File: config.mk
export PLATFORM = sky130hd
export DESIGN_NAME = speaker_tone_arbiter
export DESIGN_NICKNAME = d
export VERILOG_FILES = /design/src/rtl/tone_arb_pkg.sv /design/src/rtl/speaker_tone_arbiter_beat_tick_gen.sv /design/src/rtl/speaker_tone_arbiter.sv
export SDC_FILE = /design/constraint.sdc
export NUM_CORES = 1
export LEC_CHECK = 0
export ABC_AREA = 1
export BUFFER_PORTS_ARGS = -buffer_cell sky130_fd_sc_hd__buf_2
export CORE_UTILIZATION = 53
export DETAILED_ROUTE_END_ITERATION = 16
export MAX_ROUTING_LAYER = met4
export PLACE_DENSITY = 0.77
export SLEW_MARGIN = 25
export SYNTH_ARGS = -nofsm -noshare
export SYNTH_HDL_FRONTEND = slang
export SYNTH_SLANG_ARGS = --single-unit
File: constraint.sdc
create_clock -name clk -period 1.9 [get_ports clk]
set_input_delay 0 -clock clk [delete_from_list [all_inputs] [get_ports clk]]
set_output_delay 0 -clock clk [all_outputs]
set_load 0.05 [all_outputs]
File: src/rtl/tone_arb_pkg.sv
// Shared types and helpers for the speaker tone arbiter.
package tone_arb_pkg;

  typedef enum logic [1:0] {
    IDLE = 2'd0,
    PLAY = 2'd1,
    GAP  = 2'd2
  } state_e;

  function automatic int owner_w(input int n);
    return (n > 1) ? $clog2(n) : 1;
  endfunction

endpackage

File: src/rtl/speaker_tone_arbiter_beat_tick_gen.sv
// Beat tick divider: one-cycle tick every DIV clocks, restartable.
module beat_tick_gen #(
  parameter int DIV = 25000000
) (
  input  logic clk,
  input  logic rst_n,
  input  logic clr,
  output logic tick
);

  localparam int CW = (DIV > 1) ? $clog2(DIV) : 1;
  localparam logic [CW-1:0] LAST =
    CW'((DIV > 1) ? DIV - 1 : 0);

  logic [CW-1:0] cnt_q, cnt_d;

  always_comb begin
    cnt_d = cnt_q + CW'(1);
    if (clr || cnt_q == LAST)
      cnt_d = '0;
  end

  always_ff @(posedge clk or negedge rst_n) begin
    if (!rst_n)
      cnt_q <= '0;
    else
      cnt_q <= cnt_d;
  end

  assign tick = (cnt_q == LAST);

endmodule

File: src/rtl/speaker_tone_arbiter.sv
// Fixed-priority speaker sharing with beat timing and inter-tone gap.
// Define TONE_PREEMPT_EN to let higher-priority requests abort a tone.
module speaker_tone_arbiter
  import tone_arb_pkg::*;
#(
  parameter int NUM_REQ  = 3,
  parameter int PER_W    = 20,
  parameter int BEAT_W   = 4,
  parameter int BEAT_DIV = 25000000,
  parameter int GAP_CYC  = 2000000
) (
  input  logic                        clk,
  input  logic                        rst_n,
  input  logic [NUM_REQ-1:0]          req,
  input  logic [NUM_REQ*PER_W-1:0]    period,
  input  logic [NUM_REQ*BEAT_W-1:0]   beats,
  output logic [NUM_REQ-1:0]          ack,
  output logic [NUM_REQ-1:0]          done,
  output logic                        busy,
  output logic [owner_w(NUM_REQ)-1:0] owner,
  output logic                        spk_out
);

  localparam int OW = owner_w(NUM_REQ);
  localparam int GW =
    (GAP_CYC > 1) ? $clog2(GAP_CYC) : 1;
  localparam int GAP_LAST =
    (GAP_CYC > 0) ? GAP_CYC - 1 : 0;

  state_e              state_q, state_d;
  logic [OW-1:0]       owner_q, owner_d;
  logic [PER_W-1:0]    per_q, per_d;
  logic [PER_W-1:0]    hp_q, hp_d;
  logic [BEAT_W-1:0]   rem_q, rem_d;
  logic [GW-1:0]       gap_q, gap_d;
  logic                spk_q, spk_d;
  logic [NUM_REQ-1:0]  ack_q, ack_d;
  logic [NUM_REQ-1:0]  done_q, done_d;

  logic                grant;
  logic                tick;
  logic                preempt;
  logic [OW-1:0]       pick;
  logic [PER_W-1:0]    pick_per;
  logic [BEAT_W-1:0]   pick_beats;

  // Lowest index wins: scan downward so it overwrites last.
  always_comb begin
    pick       = '0;
    pick_per   = '0;
    pick_beats = '0;
    for (int i = NUM_REQ - 1; i >= 0; i--) begin
      if (req[i]) begin
        pick       = OW'(i);
        pick_per   = period[i*PER_W +: PER_W];
        pick_beats = beats[i*BEAT_W +: BEAT_W];
      end
    end
  end

  assign grant = (state_q == IDLE) && (|req);

`ifdef TONE_PREEMPT_EN
  always_comb begin
    preempt = 1'b0;
    for (int i = 0; i < NUM_REQ; i++) begin
      if (req[i] && (OW'(i) < owner_q))
        preempt = 1'b1;
    end
  end
`else
  assign preempt = 1'b0;
`endif

  beat_tick_gen #(
    .DIV (BEAT_DIV)
  ) u_tick (
    .clk   (clk),
    .rst_n (rst_n),
    .clr   (grant),
    .tick  (tick)
  );

  always_comb begin
    state_d = state_q;
    owner_d = owner_q;
    per_d   = per_q;
    hp_d    = hp_q;
    rem_d   = rem_q;
    gap_d   = gap_q;
    spk_d   = spk_q;
    ack_d   = '0;
    done_d  = '0;
    unique case (state_q)
      IDLE: begin
        if (grant) begin
          state_d     = PLAY;
          owner_d     = pick;
          per_d       = pick_per;
          hp_d        = '0;
          spk_d       = 1'b0;
          ack_d[pick] = 1'b1;
          rem_d       = (pick_beats == '0) ?
                        BEAT_W'(1) : pick_beats;
        end
      end
      PLAY: begin
        if (per_q == '0) begin
          spk_d = 1'b0;
        end else if (hp_q == per_q - PER_W'(1)) begin
          hp_d  = '0;
          spk_d = ~spk_q;
        end else begin
          hp_d = hp_q + PER_W'(1);
        end
        if (tick)
          rem_d = rem_q - BEAT_W'(1);
        // A tone finishing naturally outranks a same-cycle abort.
        if (tick && rem_q == BEAT_W'(1)) begin
          state_d         = GAP;
          gap_d           = '0;
          spk_d           = 1'b0;
          done_d[owner_q] = 1'b1;
        end else if (preempt) begin
          state_d         = IDLE;
          spk_d           = 1'b0;
          done_d[owner_q] = 1'b1;
        end
      end
      GAP: begin
        spk_d = 1'b0;
        if (gap_q == GW'(GAP_LAST))
          state_d = IDLE;
        else
          gap_d = gap_q + GW'(1);
      end
      default: begin
        state_d = IDLE;
        spk_d   = 1'b0;
      end
    endcase
  end

  always_ff @(posedge clk or negedge rst_n) begin
    if (!rst_n) begin
      state_q <= IDLE;
      owner_q <= '0;
      per_q   <= '0;
      hp_q    <= '0;
      rem_q   <= '0;
      gap_q   <= '0;
      spk_q   <= 1'b0;
      ack_q   <= '0;
      done_q  <= '0;
    end else begin
      state_q <= state_d;
      owner_q <= owner_d;
      per_q   <= per_d;
      hp_q    <= hp_d;
      rem_q   <= rem_d;
      gap_q   <= gap_d;
      spk_q   <= spk_d;
      ack_q   <= ack_d;
      done_q  <= done_d;
    end
  end

  assign ack     = ack_q;
  assign done    = done_q;
  assign busy    = (state_q != IDLE);
  assign owner   = owner_q;
  assign spk_out = spk_q;

endmodule

==> results of run 1 <==
## final cells by class
type	instances	area, µm²	share of cell area, %
Sequential cell	101	2530	26.7
Multi-Input combinational cell	680	4110	43.4
Antenna cell	4	10.0	0.106
Timing Repair Buffer	254	1910	20.2
Timing Repair inverter	1	11.3	0.119
Tap cell	168	210	2.22
Clock inverter	7	82.6	0.871
Clock buffer	9	225	2.38
Inverter	99	379	4.00
## report_power, final
part | switching, µW | total (µW) | internal [µW]
Sequential | 0 | 2150 | 2150
Combinational | 143 | 301 | 157
Clock | 904 | 1950 | 1050
Total | 1050 | 4400 | 3350
## placed cells by master, fill, tap and decap left out, types with 9 or more instances in the layout
cell	synthesis	layout
a21oi_1	19	19
a221oi_1	9	9
a41oi_1	14	12
buf_2	6	85
buf_4	1	98
clkbuf_16	0	9
dfrtp_1	101	95
dlygate4sd3_1	0	61
inv_1	88	82
inv_2	9	13
nand2_1	251	222
nand2_2	7	34
nand3_1	56	41
nand3_2	4	15
nand4_1	19	19
nor2_1	105	88
nor2_2	10	14
nor2_4	7	20
nor3_1	23	23
nor4_1	13	10
o21ai_0	25	9
o21ai_1	6	11
o21ai_2	1	12
o22ai_2	13	13
xnor2_1	16	14
xor2_1	37	37
## worst max-delay path, stage by stage, from the launching register on
cell	delay, ps
dfrtp_1	440
nor2_1	180
nand2_1	190
inv_1	170
nand3_2	140
buf_4	160
inv_1	50
nand4_1	90
nand2_1	110
inv_2	50
buf_4	180
nand2_1	90
nand2_1	150
nand2_1	110
nor2_1	40
## metrics by stage
step | cell area, µm² | total power (µW)
2_1_floorplan | 6750 | 2230
3_3_place_gp | 7890 | 2370
5_1_grt | 9480 | 4530
6_report | 9480 | 4400
4_1_cts | 8930 | 4390
3_5_place_dp | 7890 | 2370
## cells by family after synthesis
kind of cell | Yosys count | synth area share (%)
compound gates | 106 | 11.5
xor+xnor | 53 | 6.89
flops | 101 | 37.5
fa+ha+maj | 6 | 1.11
simple gates | 514 | 34.8
buf+inv | 128 | 8.19
## sequential cells by signal (all words and copies together) (netlist names)
signal,cells
u_tick.cnt_q,25
gap_q,21
hp_q,20
per_q,20
rem_q,4
ack,3
done,3
owner,2
state_q,2
spk_out,1
## synthesized netlist by cell type, types with 3 or more instances
cell type	count
o22ai_2	13
nand4_1	19
xor2_1	37
nor2_1	105
nand2_4	3
a211oi_1	3
o21a_1	3
dfrtp_1	101
clkbuf_1	11
ha_1	6
inv_1	88
o21ai_1	6
o21ai_0	25
nand2_1	251
nor4_1	13
nor3b_1	6
nand3_1	56
nor3_1	23
a22oi_1	6
a21oi_1	19
buf_2	6
nand3_2	4
nor2_2	10
a41oi_1	14
inv_2	9
nand2_2	7
buf_6	4
a221oi_1	9
buf_1	3
xnor2_1	16
nor2_4	7
## worst min path at each step
stage | startpoint | slack (ps) | endpoint
6_report | period[18] | 3 | per_q[18]
5_1_grt | period[18] | 20 | per_q[18]
4_1_cts | period[18] | 5 | per_q[18]
3_5_place_dp | rst_n | 110 | per_q[3]
3_3_place_gp | rst_n | 100 | per_q[3]
2_1_floorplan | rst_n | -300 | ack[0]
## metal layers
| layer | GRT usage [%] | vias up | share of wire, % |
|---|---|---|---|
| li1 | - | 3462 | - |
| met1 | 40.8 | 3642 | 36 |
| met2 | 57.2 | 551 | 48 |
| met3 | 11.7 | 206 | 9.5 |
| met4 | 18.1 | 0 | 6.5 |
| met5 | - | - | 0 |
## what timing repair did
item	4_1_cts	5_1_grt
buffers inserted	3	18
cloned	1	2
setup endpoints to repair	27	56
resized for setup	26	122
hold buffers	61	0
hold endpoints to repair	125	0
pin swaps	12	43
==> flow_summary.json, run 1 <==
{
  "dr.pass1.iters": 6,
  "min_path_cells": 3,
  "pin_count": 87,
  "drtIter0Drc": 942,
  "finalCritPeriodShare_pct": 120,
  "clock_skew_ps": 9.87,
  "rsz0062_at_grt": "yes",
  "synth_edf_count": 0,
  "ys_warn_count": 0,
  "ys_async_sr_fraction_pct": 100,
  "synth_top_cell_by_area": "dfrtp_1",
  "crit_arrival_ps": 2530,
  "synth_nets": 991,
  "num_vias": 7861,
  "synthFlopType": "dfrtp_1",
  "synthToLayoutAreaGrowth_pct": 40.7,
  "overflow": 0,
  "p_leak_uw": 0.00448,
  "critical_path.startpoint": "per_q[10]",
  "nFillCells": 741,
  "clockBufferDepth": 2,
  "max_cap_viol_count": 0,
  "seq_area_frac_synth_pct": 37.5,
  "r2r_end": "spk_out",
  "powerDensity_nw_per_um2": 464,
  "place_ws_ps": -166,
  "gp_congestion": 0.939,
  "worstMarginPinSlew_ps": 588,
  "cts_sinks": 101,
  "grt_usage_pct": 35.9,
  "grt_max_degree": 102,
  "fin_setup_tns_ps": -8840,
  "rrSetupSlack_ps": -380,
  "ys_top_cells_by_area": "dfrtp_1 (38%), nand2_1 (14%), nor2_1 (5.9%)",
  "num_rows": 40,
  "r2r-start": "per_q[10]",
  "routed_wl_mm": 23.8,
  "syn_area_per_cell_um2": 7.42,
  "cp-endpoint": "spk_out",
  "criticalPathCategory": "register to register",
  "routedWlPerCell_um": 18.0,
  "crit_fanout": 5,
  "syn_inst": 908,
  "min_path_type": "input port to register",
  "drtAntennaViolNets": 0,
  "die_y_um": 115,
  "fmax_ghz": 0.439,
  "clk_latency_ps": 360,
  "whs_ps": 3.29,
  "place_hpwl_mm": 13.1,
  "critPathLaunchType": "register",
  "setup_viol": 48,
  "post_drt_via_cell_ratio": 5.94,
  "start_util_pct": 55.2,
  "grt_pass1_vias": 7344,
  "dp.cells": 1218,
  "stdcell_count": 1323,
  "fin_util_pct": 77.6,
  "r2r_cells": 14,
  "die_x_um": 115,
  "ys_ff_latch": 101,
  "clockRootBuffer": "clkbuf_16",
  "status": "complete, but fails checks",
  "violations": "negative setup slack",
  "final_nets": 1229,
  "ys_types": 50,
  "end_kind": "register",
  "clkTransAtPathRegs_ps": 80,
  "grt_pass1_wl_mm": 35.4,
  "route.detailed.drc": 0,
  "final_max_slew_viol_count": 0,
  "htreeDepth": 3,
  "period_needed_ps": 2280,
  "fin_ws_ps": -375,
  "tritoncts": "yes",
  "antenna_found_initial": 4,
  "dieArea_um2": 13200,
  "worst_ir_drop_vdd_mv": 0.583,
  "portBuffers": 86,
  "hold_viol_final": 0,
  "numCtsBuffers": 9,
  "synthesis.area_um2": 6740,
  "core_um2": 12200,
  "slew_headroom_pct": 60.4,
  "crit_required_ps": 2150,
  "synthDominantCellAreaShare_pct": 37.5,
  "drive_above_1_share_pct": 31.7
}
Note: power is estimated with default switching activity, not from simulation.
==> run 2, diff against run 1 <==
CORE_UTILIZATION = 55   (was 53)
CTS_BUF_LIST = sky130_fd_sc_hd__clkbuf_8   (was unset)
PLACE_DENSITY = 0.79   (was 0.77)
SETUP_SLACK_MARGIN = 0.4   (was unset)
clock period = 2.03 ns   (was 1.9 ns; I/O delays follow)
==> run 2 against run 1 <==
Compared with the run above: die area fell by 3.6%; wire length increased by 20%; power decreased by 12%; clock skew increased by 11 ps; cell count decreased by 1.3%; critical endpoint is now hp_q[17]; register-to-register slack worse by 110 ps; highest routed layer unchanged; the flow still finishes with violations (negative setup slack); clock power is 18% lower; global-route usage is 3.1 points higher; hold slack improved by 4.6 ps.
==> flow_summary.json, run 2 (synthesis results as in run 1) <==
{
  "antenna_found_initial": 2,
  "r2r-start": "per_q[2]",
  "route.detailed.drc": 0,
  "path_depth": 13,
  "dpl_cell_area_um2": 7620,
  "powerDensity_nw_per_um2": 397,
  "p_int_uw": 2900,
  "critical_path.cell_chain": "nor2_2 -> nand2_4 -> nor2_8 -> nand3_2 -> nand2_1 -> buf_4 -> nand2_1 -> nor2_1 -> nand3_1 -> nor2_1 -> nand2_1 -> nand3_1 -> nand2_1",
  "grt_usage_pct": 39.1,
  "critical_path.startpoint": "per_q[2]",
  "crit_arrival_ps": 2810,
  "dr.pass1.iters": 8,
  "routed_wl_mm": 28.6,
  "grt_pass1_vias": 7931,
  "p_sw_uw": 988,
  "post_drt_via_cell_ratio": 6.45,
  "slowest_stage": "dfrtp_2",
  "clkTransAtPathRegs_ps": 110,
  "crit_fanout": 7,
  "max_stage_delay_ps": 550,
  "p_leak_uw": 0.00455,
  "drtAntennaViolNets": 0,
  "gp_congestion": 0.949,
  "worst_ir_drop_vdd_mv": 0.449,
  "rrSetupSlack_ps": -480,
  "num_rows": 40,
  "cp-endpoint": "hp_q[17]",
  "period_needed_ps": 2510,
  "clockBufferDepth": 2,
  "whs_ps": 7.86,
  "largest_register_ffs": 25,
  "fin_ws_ps": -483,
  "drtIter0Drc": 918,
  "start_util_pct": 56.3,
  "place_hpwl_mm": 13.1,
  "max_cap_viol_count": 0,
  "dp.cells": 1158,
  "synthToLayoutAreaGrowth_pct": 45.6,
  "layout_commonest_cell": "nand2_1",
  "criticalPathCategory": "register to register",
  "grt_max_degree": 52,
  "finalCritPeriodShare_pct": 124,
  "grt_pass1_wl_mm": 37.5,
  "clockRootBuffer": "clkbuf_8",
  "numCtsBuffers": 9,
  "p_total_uw": 3890,
  "crit_buf_inv": 1,
  "top_register": "u_tick.cnt_q",
  "routedWlPerCell_um": 21.9,
  "p_clk_share_pct": 40.9,
  "r2r_end": "hp_q[17]",
  "slew_headroom_pct": 57.4,
  "final_cell_area_um2": 9810,
  "power_frac_seq_pct": 51.7,
  "num_vias": 8421,
  "final_cell_mix": "nand2_1 (226), dfrtp_1 (95), buf_4 (88)",
  "hold_viol_final": 0,
  "violations": "negative setup slack",
  "stdcell_count": 1306,
  "min_path_type": "input port to register",
  "r2r_cells": 13,
  "dieArea_um2": 12700,
  "crit_required_ps": 2320,
  "overflow": 0,
  "switching_share_pct": 25.4,
  "clk_latency_ps": 410,
  "pin_count": 87,
  "worstMarginPinSlew_ps": 635,
  "status": "complete, but fails checks",
  "critPathLaunchType": "register",
  "rsz0062_at_grt": "yes",
  "setup_viol": 72,
  "final_max_slew_viol_count": 0,
  "die_y_um": 113,
  "drive_above_1_share_pct": 33.9,
  "cts_sinks": 101,
  "largestRegisters": "u_tick.cnt_q: 25 flops, gap_q: 21 flops",
  "portBuffers": 86,
  "end_kind": "register",
  "final_nets": 1235,
  "htreeDepth": 3,
  "die_x_um": 113,
  "share_comb_of_total_power_pct": 7.4,
  "core_um2": 12000,
  "cpLargestDelayFamily": "simple AND/OR/NAND/NOR gates",
  "fmax_ghz": 0.398,
  "cp_common_cell": "nand2_1",
  "clock_skew_ps": 21.2,
  "tritoncts": "yes"
}
run 2: cell types whose count changed in the layout (fill, tap and decap cells not counted), sizes merged:
cell         delta
dlygate4sd3     +3
clkbuf          +1
diode           -2
buf             +3
clkinv          -2
bufinv          +1
clkinvlp        +2
inv             -2
run 2: power by group through the flow:
stage               Clock (µW)  Sequential, µW  Combinational, µW
finish                    1590            2010                290
global route              1660            2010                310
CTS                       1530            2010                268
detailed placement           0            2050                173
global placement             0            2050                170
floorplan                    0            2050               40.2
run 2: worst min-delay path: stages:
cell and delay [ps]:
buf_2 70, a21oi_1 80, nand2_1 70, a21oi_2 50, a21oi_1 100
run 2: layout make-up:
class	count	area, µm²
Timing Repair inverter	1	7.51
Clock buffer	10	138
Multi-Input combinational cell	680	4350
Sequential cell	101	2530
Fill cell	615	2150
Inverter	99	384
Clock inverter	6	95.1
Antenna cell	2	5.00
Timing Repair Buffer	260	2120
Tap cell	147	184
run 2: worst min path at each step:
stage / from / cells after the start / endpoint / slack, ps
6_report: beats[9] / 5 / rem_q[1] / 8
5_1_grt: beats[10] / 5 / rem_q[2] / 40
4_1_cts: beats[9] / 5 / rem_q[1] / 2
3_5_place_dp: rst_n / 1 / per_q[0] / -60
3_3_place_gp: rst_n / 1 / per_q[0] / -60
2_1_floorplan: rst_n / 0 / ack[0] / -300
run 2: per-layer routing:
layer  share of wire [%]  global-route usage (%)  up-vias
li1                    -                       -     3475
met1                  32                    40.8     3882
met2                  46                    66.0      738
met3                  11                    7.72      326
met4                  10                    28.0        0
met5                   0                       -        -
run 2: repair_timing:
| action | CTS | global route |
|---|---|---|
| setup buffers | 41 | 19 |
| endpoints found under the hold margin | 125 | 0 |
| resized for setup | 96 | 86 |
| pin swaps | 34 | 21 |
| hold buffers | 64 | 0 |
| endpoints found under the setup margin | 75 | 97 |
| gates cloned | 6 | 0 |
run 2: per-stage QoR:
step / setup TNS [ps] / utilization, % / worst slack (ps)
3_5_place_dp: -1090 / 63.7 / -90.8
2_1_floorplan: 0 / - / 145
4_1_cts: 0 / 77.7 / 45.2
5_1_grt: -28530 / 82.0 / -812
3_3_place_gp: -1030 / 63.7 / -84.3
6_report: -22120 / 82.0 / -483
